File: src/rtl/adc_capture_pkg.sv
// adc_capture_pkg
//   Shared definitions for the measurement capture path: FSM state
//   encoding, default parameter values, CPU I/O register bit positions
//   and a counter-width helper.
package adc_capture_pkg;

    // Default build parameters
    localparam int DEF_ADC_BITS          = 10;
    localparam int DEF_AVG_LOG2          = 2;
    localparam int DEF_DIV_HALF          = 2;
    localparam int DEF_CONV_WAIT         = 8;
    localparam int DEF_GENERAL_REG_WIDTH = 16;

    // Measurement start bit in io_control, done bit in io_status
    localparam int IO_MEAS_STA      = 7;
    localparam int IO_STA_MEAS_DONE = 2;

    typedef enum logic [2:0] {
        ST_IDLE,
        ST_CONV,
        ST_WAIT,
        ST_SHIFT,
        ST_ACCUM,
        ST_DONE
    } meas_state_e;

    // Bits needed to hold values 0..max_val (at least 1)
    function automatic int cnt_width(input int max_val);
        return (max_val < 1) ? 1 : $clog2(max_val + 1);
    endfunction

endpackage

File: src/rtl/adc_sample_accum_if.sv
// adc_sample_accum_if
//   CPU-side measurement handshake.
//   meas_start   : level request, rising edge starts a run (master -> slave)
//   meas_busy    : run in progress                       (slave -> master)
//   meas_is_done : result valid, level until next start  (slave -> master)
//   meas_result  : averaged result, zero-extended        (slave -> master)
interface adc_sample_accum_if #(
    parameter int GENERAL_REG_WIDTH = adc_capture_pkg::DEF_GENERAL_REG_WIDTH
);
    logic                         meas_start;
    logic                         meas_busy;
    logic                         meas_is_done;
    logic [GENERAL_REG_WIDTH-1:0] meas_result;

    modport master (
        output meas_start,
        input  meas_busy,
        input  meas_is_done,
        input  meas_result
    );

    modport slave (
        input  meas_start,
        output meas_busy,
        output meas_is_done,
        output meas_result
    );
endinterface

File: src/rtl/adc_serial_rx.sv
// adc_serial_rx
//   Serial ADC reader: generates SCLK from a DIV_HALF divider and shifts
//   ana_si in MSB-first on every SCLK rising edge.
//   clk, rst_n : clock, async active-low reset
//   start      : one-cycle pulse, begins a word (SCLK starts low)
//   ana_si     : ADC serial data
//   done       : high in the last cycle of the word (last high half-period)
//   sclk       : serial clock to the ADC
//   data       : received word, valid when done is high
module adc_serial_rx
    import adc_capture_pkg::*;
#(
    parameter int ADC_BITS = DEF_ADC_BITS,
    parameter int DIV_HALF = DEF_DIV_HALF
) (
    input  logic                clk,
    input  logic                rst_n,
    input  logic                start,
    input  logic                ana_si,
    output logic                done,
    output logic                sclk,
    output logic [ADC_BITS-1:0] data
);
    localparam int DIV_W = cnt_width(DIV_HALF - 1);
    localparam int BIT_W = cnt_width(ADC_BITS);
    localparam logic [DIV_W-1:0] DIV_LOAD = DIV_W'(DIV_HALF - 1);
    localparam logic [BIT_W-1:0] BIT_LAST = BIT_W'(ADC_BITS);

    logic             active;
    logic [DIV_W-1:0] div_cnt;
    logic [BIT_W-1:0] bit_cnt;

    // The word ends on the falling edge after the last rise, so the
    // caller sees done while SCLK is still high and leaves with SCLK low.
    assign done = active && sclk && (div_cnt == '0) && (bit_cnt == BIT_LAST);

    always_ff @(posedge clk or negedge rst_n) begin
        if (!rst_n) begin
            active  <= 1'b0;
            sclk    <= 1'b0;
            div_cnt <= '0;
            bit_cnt <= '0;
            data    <= '0;
        end else if (start) begin
            active  <= 1'b1;
            sclk    <= 1'b0;
            div_cnt <= DIV_LOAD;
            bit_cnt <= '0;
        end else if (active) begin
            if (div_cnt == '0) begin
                div_cnt <= DIV_LOAD;
                if (!sclk) begin
                    sclk    <= 1'b1;
                    data    <= ADC_BITS'({data, ana_si});
                    bit_cnt <= bit_cnt + BIT_W'(1);
                end else begin
                    sclk <= 1'b0;
                    if (bit_cnt == BIT_LAST) begin
                        active <= 1'b0;
                    end
                end
            end else begin
                div_cnt <= div_cnt - DIV_W'(1);
            end
        end
    end
endmodule

File: src/rtl/adc_sample_accum.sv
// adc_sample_accum
//   Measurement capture engine: on a meas_start rising edge runs
//   2^AVG_LOG2 serial ADC conversions, accumulates and averages them and
//   publishes the result to the CPU data path.
//   CLK, RST_N : clock, async active-low reset
//   ANA_SI     : ADC serial data, MSB first
//   ADC_CONV   : one-cycle conversion strobe
//   SCLK_ADC   : serial clock to the ADC
//   meas       : CPU handshake (adc_sample_accum_if.slave)
//   Build option: define ADC_AVG_ROUND_EN for round-half-up averaging;
//   otherwise the average truncates.
module adc_sample_accum
    import adc_capture_pkg::*;
#(
    parameter int ADC_BITS          = DEF_ADC_BITS,
    parameter int AVG_LOG2          = DEF_AVG_LOG2,
    parameter int DIV_HALF          = DEF_DIV_HALF,
    parameter int CONV_WAIT         = DEF_CONV_WAIT,
    parameter int GENERAL_REG_WIDTH = DEF_GENERAL_REG_WIDTH
) (
    input  logic              CLK,
    input  logic              RST_N,
    input  logic              ANA_SI,
    output logic              ADC_CONV,
    output logic              SCLK_ADC,
    adc_sample_accum_if.slave meas
);
    localparam int N_SAMP = 1 << AVG_LOG2;
    localparam int ACC_W  = ADC_BITS + AVG_LOG2;
    localparam int CNT_W  = AVG_LOG2 + 1;
    localparam int WAIT_W = cnt_width(CONV_WAIT - 1);
    localparam logic [CNT_W-1:0]  CNT_LAST  = CNT_W'(N_SAMP - 1);
    localparam logic [WAIT_W-1:0] WAIT_LOAD = WAIT_W'(CONV_WAIT - 1);
`ifdef ADC_AVG_ROUND_EN
    localparam logic [ACC_W-1:0] ROUND_ADD = ACC_W'((1 << AVG_LOG2) >> 1);
`else
    localparam logic [ACC_W-1:0] ROUND_ADD = '0;
`endif

    meas_state_e                  state;
    logic                         meas_start_q;
    logic [ACC_W-1:0]             acc;
    logic [CNT_W-1:0]             samp_cnt;
    logic [WAIT_W-1:0]            wait_cnt;
    logic                         start_ok;
    logic                         rx_start;
    logic                         rx_done;
    logic [ADC_BITS-1:0]          rx_data;
    logic [GENERAL_REG_WIDTH-1:0] result_next;

    always_comb begin
        start_ok    = 1'b0;
        rx_start    = 1'b0;
        result_next = '0;
        start_ok    = meas.meas_start && !meas_start_q &&
                      ((state == ST_IDLE) || (state == ST_DONE));
        rx_start    = (state == ST_WAIT) && (wait_cnt == '0);
        // Max sum plus half still fits ACC_W, so no saturation.
        result_next = GENERAL_REG_WIDTH'((acc + ROUND_ADD) >> AVG_LOG2);
    end

    adc_serial_rx #(
        .ADC_BITS (ADC_BITS),
        .DIV_HALF (DIV_HALF)
    ) u_rx (
        .clk    (CLK),
        .rst_n  (RST_N),
        .start  (rx_start),
        .ana_si (ANA_SI),
        .done   (rx_done),
        .sclk   (SCLK_ADC),
        .data   (rx_data)
    );

    always_ff @(posedge CLK or negedge RST_N) begin
        if (!RST_N) begin
            state             <= ST_IDLE;
            meas_start_q      <= 1'b0;
            ADC_CONV          <= 1'b0;
            meas.meas_busy    <= 1'b0;
            meas.meas_is_done <= 1'b0;
            meas.meas_result  <= '0;
            acc               <= '0;
            samp_cnt          <= '0;
            wait_cnt          <= '0;
        end else begin
            meas_start_q <= meas.meas_start;
            ADC_CONV     <= 1'b0;
            case (state)
                ST_IDLE, ST_DONE: begin
                    // Result is reloaded from the held accumulator while in
                    // DONE, so it first appears one cycle after entry and
                    // stays frozen throughout the following run.
                    if (state == ST_DONE) begin
                        meas.meas_result <= result_next;
                    end
                    if (start_ok) begin
                        state             <= ST_CONV;
                        ADC_CONV          <= 1'b1;
                        acc               <= '0;
                        samp_cnt          <= '0;
                        meas.meas_busy    <= 1'b1;
                        meas.meas_is_done <= 1'b0;
                    end else if (state == ST_DONE) begin
                        meas.meas_busy    <= 1'b0;
                        meas.meas_is_done <= 1'b1;
                    end
                end
                ST_CONV: begin
                    state    <= ST_WAIT;
                    wait_cnt <= WAIT_LOAD;
                end
                ST_WAIT: begin
                    if (wait_cnt == '0) begin
                        state <= ST_SHIFT;
                    end else begin
                        wait_cnt <= wait_cnt - WAIT_W'(1);
                    end
                end
                ST_SHIFT: begin
                    if (rx_done) begin
                        state <= ST_ACCUM;
                    end
                end
                ST_ACCUM: begin
                    acc      <= acc + ACC_W'(rx_data);
                    samp_cnt <= samp_cnt + CNT_W'(1);
                    if (samp_cnt == CNT_LAST) begin
                        state <= ST_DONE;
                    end else begin
                        state    <= ST_CONV;
                        ADC_CONV <= 1'b1;
                    end
                end
                default: state <= ST_IDLE;
            endcase
        end
    end
endmodule

File: src/flat_wrapper.sv
// flat-port wrapper written by rule: the top's interface ports become plain ports
module adc_sample_accum_flat import adc_capture_pkg::*;
#(
    parameter int ADC_BITS          = DEF_ADC_BITS,
    parameter int AVG_LOG2          = DEF_AVG_LOG2,
    parameter int DIV_HALF          = DEF_DIV_HALF,
    parameter int CONV_WAIT         = DEF_CONV_WAIT,
    parameter int GENERAL_REG_WIDTH = DEF_GENERAL_REG_WIDTH
)
  (CLK, RST_N, ANA_SI, ADC_CONV, SCLK_ADC, meas_meas_start, meas_meas_busy, meas_meas_is_done, meas_meas_result);
  adc_sample_accum_if #(.GENERAL_REG_WIDTH(GENERAL_REG_WIDTH)) meas_i ();
  input  logic CLK;
  input  logic RST_N;
  input  logic ANA_SI;
  output logic ADC_CONV;
  output logic SCLK_ADC;
  input wire logic [$bits(meas_i.meas_start)-1:0] meas_meas_start;
  output wire logic [$bits(meas_i.meas_busy)-1:0] meas_meas_busy;
  output wire logic [$bits(meas_i.meas_is_done)-1:0] meas_meas_is_done;
  output wire logic [$bits(meas_i.meas_result)-1:0] meas_meas_result;
  assign meas_i.meas_start = meas_meas_start;
  assign meas_meas_busy = meas_i.meas_busy;
  assign meas_meas_is_done = meas_i.meas_is_done;
  assign meas_meas_result = meas_i.meas_result;
  adc_sample_accum #(.ADC_BITS(ADC_BITS), .AVG_LOG2(AVG_LOG2), .DIV_HALF(DIV_HALF), .CONV_WAIT(CONV_WAIT), .GENERAL_REG_WIDTH(GENERAL_REG_WIDTH)) u_core (.CLK(CLK), .RST_N(RST_N), .ANA_SI(ANA_SI), .ADC_CONV(ADC_CONV), .SCLK_ADC(SCLK_ADC), .meas(meas_i));
endmodule
File: config.mk
export PLATFORM = sky130hd
export DESIGN_NAME = adc_sample_accum_flat
export DESIGN_NICKNAME = d
export VERILOG_FILES = /design/src/rtl/adc_capture_pkg.sv /design/src/rtl/adc_sample_accum_if.sv /design/src/rtl/adc_serial_rx.sv /design/src/rtl/adc_sample_accum.sv /design/src/flat_wrapper.sv
export SDC_FILE = /design/constraint.sdc
export NUM_CORES = 1
export LEC_CHECK = 0
export CAP_MARGIN = 5
export CORE_MARGIN = 3
export CORE_UTILIZATION = 51
export DETAILED_ROUTE_END_ITERATION = 8
export PLACE_DENSITY = 0.73
export SETUP_SLACK_MARGIN = 0.15
export SYNTH_ARGS = -nofsm -noshare
export SYNTH_HDL_FRONTEND = slang
export SYNTH_SLANG_ARGS = --single-unit
File: constraint.sdc
create_clock -name CLK -period 5.7 [get_ports CLK]
set_input_delay 1.14 -clock CLK [delete_from_list [all_inputs] [get_ports CLK]]
set_output_delay 1.14 -clock CLK [all_outputs]
set_load 0.1 [all_outputs]
# After elaboration in Yosys (flattened, before gate mapping)

Cells that the tools add are included.

Word-level logic and storage cells: 92
Output and inout bits: 20
Register bits: 52
Input bits: 4

Equality and inequality tests: 13
Bitwise operators: 3
Mux-type cells: 34
$add $sub $neg: 5
Reductions and logical operators: 23

Operators by type and width:

| cell                                                                   | number |
|---|---|
| 12-bit case mux with 2 select lines                                    | 1 |
| 1-bit 2-to-1 mux                                                       | 18 |
| 3-bit 2-to-1 mux                                                       | 6 |
| 4-bit 2-to-1 mux                                                       | 4 |
| 3-bit case mux with 5 select lines                                     | 1 |
| 12-bit by 10-bit adder with 12-bit output                              | 1 |
| 12-bit 2-to-1 mux                                                      | 1 |
| 3-bit case mux with 2 select lines                                     | 2 |
| 2-bit AND reduction                                                    | 5 |
| 3-bit by 2-bit equality test with 1-bit output (second input constant) | 3 |
| 2-bit by 1-bit != test with 1-bit output (second input constant)       | 4 |
| 2-bit nonzero test                                                     | 4 |
| 3-bit equality test (second input constant)                            | 2 |
| 1-bit logical AND                                                      | 6 |
| 3-bit zero test                                                        | 2 |
| 3-bit AND reduction                                                    | 2 |
| 4-bit by 1-bit adder with 4-bit output (second input constant)         | 1 |
| 4-bit equality test (second input constant)                            | 1 |
| 2-bit != test (second input constant)                                  | 2 |
| 4-bit AND reduction                                                    | 1 |
| 3-bit by 1-bit adder with 3-bit output (second input constant)         | 1 |
| 3-bit by 1-bit equality test with 1-bit output (second input constant) | 1 |
| 1-bit NOT                                                              | 3 |
| 3-bit by 1-bit subtractor with 3-bit output (second input constant)    | 1 |
| 5 further kinds                                                        | 5 |

# Longest topological paths before layout

Gate-level depths: netlist (run 1).

Depth in word-level cells: 6
Depth in mapped cells: 7
Depth with buffers taken out: 7

# By module

A second synthesis (run 1) with hierarchy kept.

Cells, all modules: 249
Area total of the unflattened synthesis: 2,722.6 um^2

Modules (own cells, without submodules):

| module           | cells each | times used | area an instance (um^2) | seq. area each (um^2) |
|---|---|---|---|---|
| adc_sample_accum | 194        | 1          | 1,988.2                 | 875.8 |
| adc_serial_rx    | 55         | 1          | 734.5                   | 425.4 |

# Least setup slack after synthesis (run 1)

OpenSTA, ideal clock, no wires.

Path type: input-to-reg
Start point: in meas_meas_start
End point: reg u_core.acc[9]
Slack: 3,376 ps
Path buffers: 1
Arrival time: 2,203 ps
Required time: 5,578 ps
Stages: 5
Setup time: 122 ps
Cell sequence: nand2b_1 -> maj3_1 -> or2_2 -> buf_2 -> a32o_1

Word-level cells in the longest chain between the ends: 4

RTL lines:

| item                                                      | RTL line                | RTL |
|---|---|---|
| start: declaration                                        | flat_wrapper.sv:17      | `input wire logic [$bits(meas_i.meas_start)-1:0] meas_meas_start;` |
| 1-bit logical AND (2 in series)                           | adc_sample_accum.sv:55  | `start_ok = meas.meas_start && !meas_start_q &&` |
| 2-bit by 1-bit != test with 1-bit output (no source line) | -                       |  |
| 2-bit AND reduction (no source line)                      | -                       |  |
| end signal: assignment                                    | adc_sample_accum.sv:126 | `acc <= acc + ACC_W'(rx_data);` |
| end: declaration                                          | adc_sample_accum.sv:42  | `logic [ACC_W-1:0] acc;` |

Every way passes these cells.
A chain may end at the register's enable or synchronous reset.

# Final worst setup path (run 1)

Start point: reg u_core.u_rx.sclk
End point: out SCLK_ADC

RTL lines:

| item                     | RTL line            | RTL |
|---|---|---|
| start: declaration       | adc_serial_rx.sv:21 | `output logic sclk,` |
| start signal: assignment | adc_serial_rx.sv:40 | `sclk <= 1'b0;` |
| start signal: assignment | adc_serial_rx.sv:46 | `sclk <= 1'b0;` |
| start signal: assignment | adc_serial_rx.sv:53 | `sclk <= 1'b1;` |
| end: declaration         | flat_wrapper.sv:16  | `output logic SCLK_ADC;` |

No word-level cell between the ends.

==> flow_summary.yaml, run 1 <==
logic_synthesis:
  avgSynthCellArea_um2: 10.9
  synth_seq_area_share_pct: 47.9
  synth_area_um2: 2710
  yosysUniqueCellTypes: 54
  synth_top_area_share_pct: 47.9
  synth_area_leader_cell: "dfrtp_1"
  synth_edf_count: 0
  ys_async_sr_fraction_pct: 100
  yosysWarnings: 0
  synth.most_common_cell: "dfrtp_1"
  ys_seq_elements: 52
  netlist_instances: 250
  synth.area.top_cells: "dfrtp_1 48%, mux2_2 8.3%, ha_1 7.4%, nand2_1 2.6%, nor2_1 2.6%"
  synth_ff_type: "dfrtp_1"
  yosys-top-cells-count: "52 x dfrtp_1, 20 x mux2_2, 19 x nand2_1, 19 x nor2_1, 16 x ha_1"
clocking:
  cts_root_buf: "clkbuf_8"
  htreeDepth: 2
  postCtsResizedCells: 0
  post_cts_buffers: 0
  clk_pin_slew_ns: 0.09
  cts.sinks: 52
  cts_tree: "built"
  clock_path_buffers: 2
  clkLatencyLatePin_ns: 0.30
  cts_buffers: 5
  cts_hold_buf: 0
power_and_ir_drop:
  total_power_mw: 1.36
  p_per_area_nw_per_um2: 458
  ir_drop_v: 0.000225
  p_leak_nw: 1.32
routing:
  totalWireLength_um: 4860
  wl_met1_um: 2410
  drt_iter0_markers: 143
  vias: 1857
  top_layer: "met4"
  avgRoutedWirePerCell_um: 14.6
  remaining_drc_errors: 0
  final_antenna_net_count: 0
  wl_met2_um: 2200
  viasPerCell: 5.58
  drt_pass1_iterations: 4
  met3_length_um: 160
place:
  place_congestion: 0.791
  placed_cells: 326
  dp_hpwl_um: 3370
  io_buffers: 17
  place_area_um2: 2900
  post-place-ws_ns: 2.69
finish:
  nFillCells: 461
  final_cells: 333
  drive_gt1_share_pct: 13.5
  design_area_um2: 2980
  syn_to_final_growth_pct: 9.73
  nets: 287
  antennaDiodeCount: 0
worst_setup_path:
  crit_required_ns: 4.56
  critPathTopFamily: "buffers and inverters"
  cp_data_arrival_time_ns: 1.88
  startpoint_type: "register"
  slowest_stage: "clkdlybuf4s50_1"
  cp_slowest_stage_delay_ns: 1.16
  critPathBufInv: 1
  end_kind: "primary output"
  crit_type: "register to primary output"
  crit_path_max_fanout: 5
  path_cells: "clkdlybuf4s50_1"
die:
  die_x_um: 78.9
  die_y_um: 78.9
  design.portCount: 24
  start_util_pct: 54.9
  core_region_area_um2: 4940
  die_area_um2: 6230
  rows: 25
timing:
  skew_ns: 0.00747
  max_clock_freq_mhz: 331
  report.final.slew_viol_count: 0
  rsz0062_at_grt: "no"
  setup_viol: 0
  finalWorstSetupSlack_ns: 2.68
  tns_ns: 0
  fin_crit_ns: 3.02
  report.final.hold_viol_count: 0
  worst_pin_slew_ns: 0.972
  post-route-period-util_pct: 53.0
  slew_headroom_pct: 35.0
global_routing:
  grt_pass1_wl_um: 9150
  grt_use_total_pct: 18.5
  grt_pass1_vias: 1968
  grt_max_degree: 53
  antenna_found_initial: 0
  grt_overflow_total: 0
run:
  drv_cap: 0
outcome:
  status: "completed"
min_path:
  hold_class: "register to register"
final cells by class:
cell class	instances	area, um^2	share of cell area, %
clock buffers	6	72.6	2.44
repair buffers	18	173	5.80
inverters	8	32.5	1.09
multi-input cells	181	1310	44.0
well taps	67	83.8	2.82
clock inverters	1	5.00	0.168
flip-flops and latches	52	1300	43.7
through the flow:
| stage | util, % | hold slack (ns) |
|---|---|---|
| 2_1_floorplan | - | 0.441 |
| 3_3_place_gp | 58.7 | 0.463 |
| 3_5_place_dp | 58.7 | 0.467 |
| 4_1_cts | 60.3 | 0.480 |
| 5_1_grt | 60.3 | 0.526 |
| 6_report | 60.3 | 0.475 |
worst register-to-register path, delay by kind of cell, from the launching register on:
family | cells | cell delay (ns)
AO/OA/AOI/OAI | 3 | 0.73
flip-flops | 1 | 0.41
AND/OR/NAND/NOR | 2 | 0.49
adder cells (fa/ha/maj) | 1 | 0.36
sequential cells by signal, indices dropped and copies added (netlist names):
signal                    count
u_core.acc                   12
u_core.meas.meas_result      10
u_core.u_rx.data             10
u_core.u_rx.bit_cnt           4
u_core.samp_cnt               3
u_core.state                  3
u_core.wait_cnt               3
u_core.ADC_CONV               1
u_core.meas.meas_busy         1
u_core.meas.meas_is_done      1
u_core.meas_start_q           1
u_core.u_rx.active            1
u_core.u_rx.div_cnt           1
u_core.u_rx.sclk              1
power by group:
group | total (mW) | leakage, nW | switching, mW | internal (mW)
clock network | 0.201 | 0.0410 | 0.117 | 0.0839
logic | 0.584 | 0.655 | 0.352 | 0.232
registers | 0.579 | 0.628 | 0.105 | 0.475
total | 1.36 | 1.32 | 0.574 | 0.791
final timing paths:
kind	start	cells after the start	slack, ns	to
min in group asynchronous	RST_N	2	0.95	u_core.meas.meas_result[4]
max	u_core.u_rx.sclk	1	2.68	SCLK_ADC
min reg2reg	u_core.acc[11]	1	0.48	u_core.acc[11]
max reg2reg	u_core.u_rx.data[3]	6	3.61	u_core.acc[9]
min	u_core.acc[11]	1	0.48	u_core.acc[11]
max in group asynchronous	RST_N	2	4.32	u_core.u_rx.active
per-layer routing:
metal	vias up	track usage, %
met5	-	0
met4	0	5.67
met3	7	3.74
met2	31	29.8
met1	901	25.2
li1	918	-
cells in the final DEF (no fill, tap or decap), types with 5 or more instances in the layout:
master / instances
a21oi_1: 13
clkbuf_8: 5
clkdlybuf4s50_1: 16
conb_1: 6
dfrtp_1: 52
ha_1: 16
inv_1: 7
mux2_2: 20
nand2_1: 19
nand3_1: 8
nor2_1: 19
nor2b_1: 5
o21ai_0: 10
cells by family after synthesis:
family / count (synthesis) / synth area share [%]
AO/OA/AOI/OAI: 49 / 12.2
XOR/XNOR: 8 / 2.58
adder cells (fa/ha/maj): 18 / 8.48
buffers and inverters: 22 / 4.47
flip-flops: 52 / 47.9
multiplexers: 22 / 9.04
other: 1 / 0.138
AND/OR/NAND/NOR: 78 / 15.2
Power figures use the tool's default switching activity.
==> run 2, diff against run 1 <==
Settings changed: PLACE_DENSITY 0.73 to 0.76.
Clock period 5.7 ns to 2.7 ns, I/O delays scaled along.
==> run 2 against run 1 <==
Sequential power grew 110%. First-iteration DRC count shrank 0.70%. Via count shrank 1.4%. Wire length shrank 3.1%. Total power grew 120%. Worst hold slack lost 0.14 ns. Non-clock buffer count grew 2. Clock skew shrank 0.00081 ns. Worst setup slack lost 2.1 ns. Critical path type is now input port to register. Largest power group is now registers. Highest routed layer unchanged.
==> flow_summary.yaml, run 2 (synthesized netlist as in run 1, its figures left out) <==
global_routing:
  grt_pass1_wl_um: 8360
  grt_overflow_total: 0
  grt_max_degree: 53
  antenna_found_initial: 0
  grt_use_total_pct: 17.0
  grt_pass1_vias: 1779
clocking:
  clkLatencyLatePin_ns: 0.30
  cts_hold_buf: 0
  clk_pin_slew_ns: 0.09
  clock_path_buffers: 2
  htreeDepth: 2
  cts_tree: "built"
  cts_root_buf: "clkbuf_8"
  postCtsResizedCells: 0
  cts.sinks: 52
  post_cts_buffers: 0
  cts_buffers: 5
finish:
  syn_to_final_growth_pct: 10.1
  final_cell_mix: "52 x dfrtp_1, 20 x mux2_2, 19 x nand2_1, 19 x nor2_1, 17 x buf_4"
  nFillCells: 433
  seqCellArea_um2: 1300
  top_regs: "u_core.acc (12), u_core.meas.meas_result (10), u_core.u_rx.data (10)"
  nets: 289
  post-route-util_pct: 60.5
  multi_input_area_um2: 1310
  final_common_cell: "dfrtp_1"
  antennaDiodeCount: 0
  top_register: "u_core.acc"
  drive_gt1_share_pct: 19.7
  largest_register_ffs: 12
timing:
  worst_pin_slew_ns: 0.647
  finalWorstSetupSlack_ns: 0.571
  post-route-period-util_pct: 78.8
  slew_headroom_pct: 56.9
  setup_viol: 0
  skew_ns: 0.00666
  report.final.slew_viol_count: 0
  max_clock_freq_mhz: 470
  fin_crit_ns: 2.13
  rsz0062_at_grt: "no"
  tns_ns: 0
  report.final.hold_viol_count: 0
routing:
  wl_met1_um: 2190
  drt_iter0_markers: 142
  met3_length_um: 172
  wl_met2_um: 2290
  final_antenna_net_count: 0
  viasPerCell: 5.45
  vias: 1831
  avgRoutedWirePerCell_um: 14.0
  top_layer: "met4"
  totalWireLength_um: 4710
  remaining_drc_errors: 0
  drt_pass1_iterations: 4
place:
  dp_hpwl_um: 3290
  place_congestion: 0.783
  post-place-ws_ns: 0.275
  io_buffers: 17
worst_setup_path:
  crit_path_max_fanout: 12
  crit_required_ns: 2.87
  cp_data_arrival_time_ns: 2.30
  rrSetupSlack_ns: 0.62
  crit_type: "input port to register"
  end_kind: "register"
  startpoint_type: "input port"
power_and_ir_drop:
  ir_drop_v: 0.000456
  p_leak_nw: 1.36
  p_per_area_nw_per_um2: 992
outcome:
  status: "completed"
die:
  design.portCount: 24
  rows: 25
  die_y_um: 78.9
  die_area_um2: 6230
  start_util_pct: 54.9
  die_x_um: 78.9
  core_region_area_um2: 4940
run:
  drv_cap: 0
min_path:
  hold_class: "input port to asynchronous set/reset pin"
-- run 2: changes by cell type in the layout (fill, tap and decap cells not counted), sizes merged --
cell | previous run | this run
buf | 2 | 18
bufinv | 0 | 1
clkdlybuf4s50 | 16 | 2
-- run 2: final timing paths --
path	cells after the start	start	endpoint
max reg2reg	6	u_core.u_rx.data[0]	u_core.acc[10]
max in group asynchronous	2	RST_N	u_core.u_rx.sclk
max	6	meas_meas_start	u_core.acc[8]
min	2	RST_N	u_core.meas.meas_result[4]
min in group CLK	1	u_core.acc[11]	u_core.acc[11]
min reg2reg	1	u_core.acc[11]	u_core.acc[11]
-- run 2: cell type report --
| cell class | count | share of cell area [%] |
|---|---|---|
| well taps | 67 | 2.81 |
| clock inverters | 2 | 1.17 |
| repair buffers | 20 | 5.11 |
| flip-flops and latches | 52 | 43.6 |
| multi-input cells | 181 | 43.8 |
| clock buffers | 6 | 2.43 |
| inverters | 8 | 1.09 |
-- run 2: power breakdown --
group          internal, mW  switching [mW]
Clock                 0.275           0.249
Sequential             1.00           0.217
Combinational         0.477           0.743
Total                  1.75            1.21
-- run 2: per-stage QoR --
| step | hold WS (ns) | cell area [um^2] | power, mW | instances |
|---|---|---|---|---|
| floorplan | 0.244 | 2730 | 2.22 | 255 |
| CTS | 0.366 | 2990 | 2.99 | 336 |
| global placement | 0.466 | 2880 | 2.42 | 328 |
| detailed placement | 0.475 | 2880 | 2.46 | 328 |
| finish | 0.334 | 2990 | 2.96 | 336 |
| global route | 0.393 | 2990 | 3.20 | 336 |
-- run 2: critical path: stages --
cell             delay, ns
clkdlybuf4s50_1       0.48
nand2b_1              0.12
maj3_1                0.35
or2_2                 0.40
a211oi_1              0.28
o211ai_1              0.12
-- run 2: routing by layer --
metal / vias to the layer above / track usage, %
li1: 912 / -
met4: 0 / 4.64
met5: - / 0
met3: 5 / 3.97
met2: 32 / 28.6
met1: 882 / 22.0
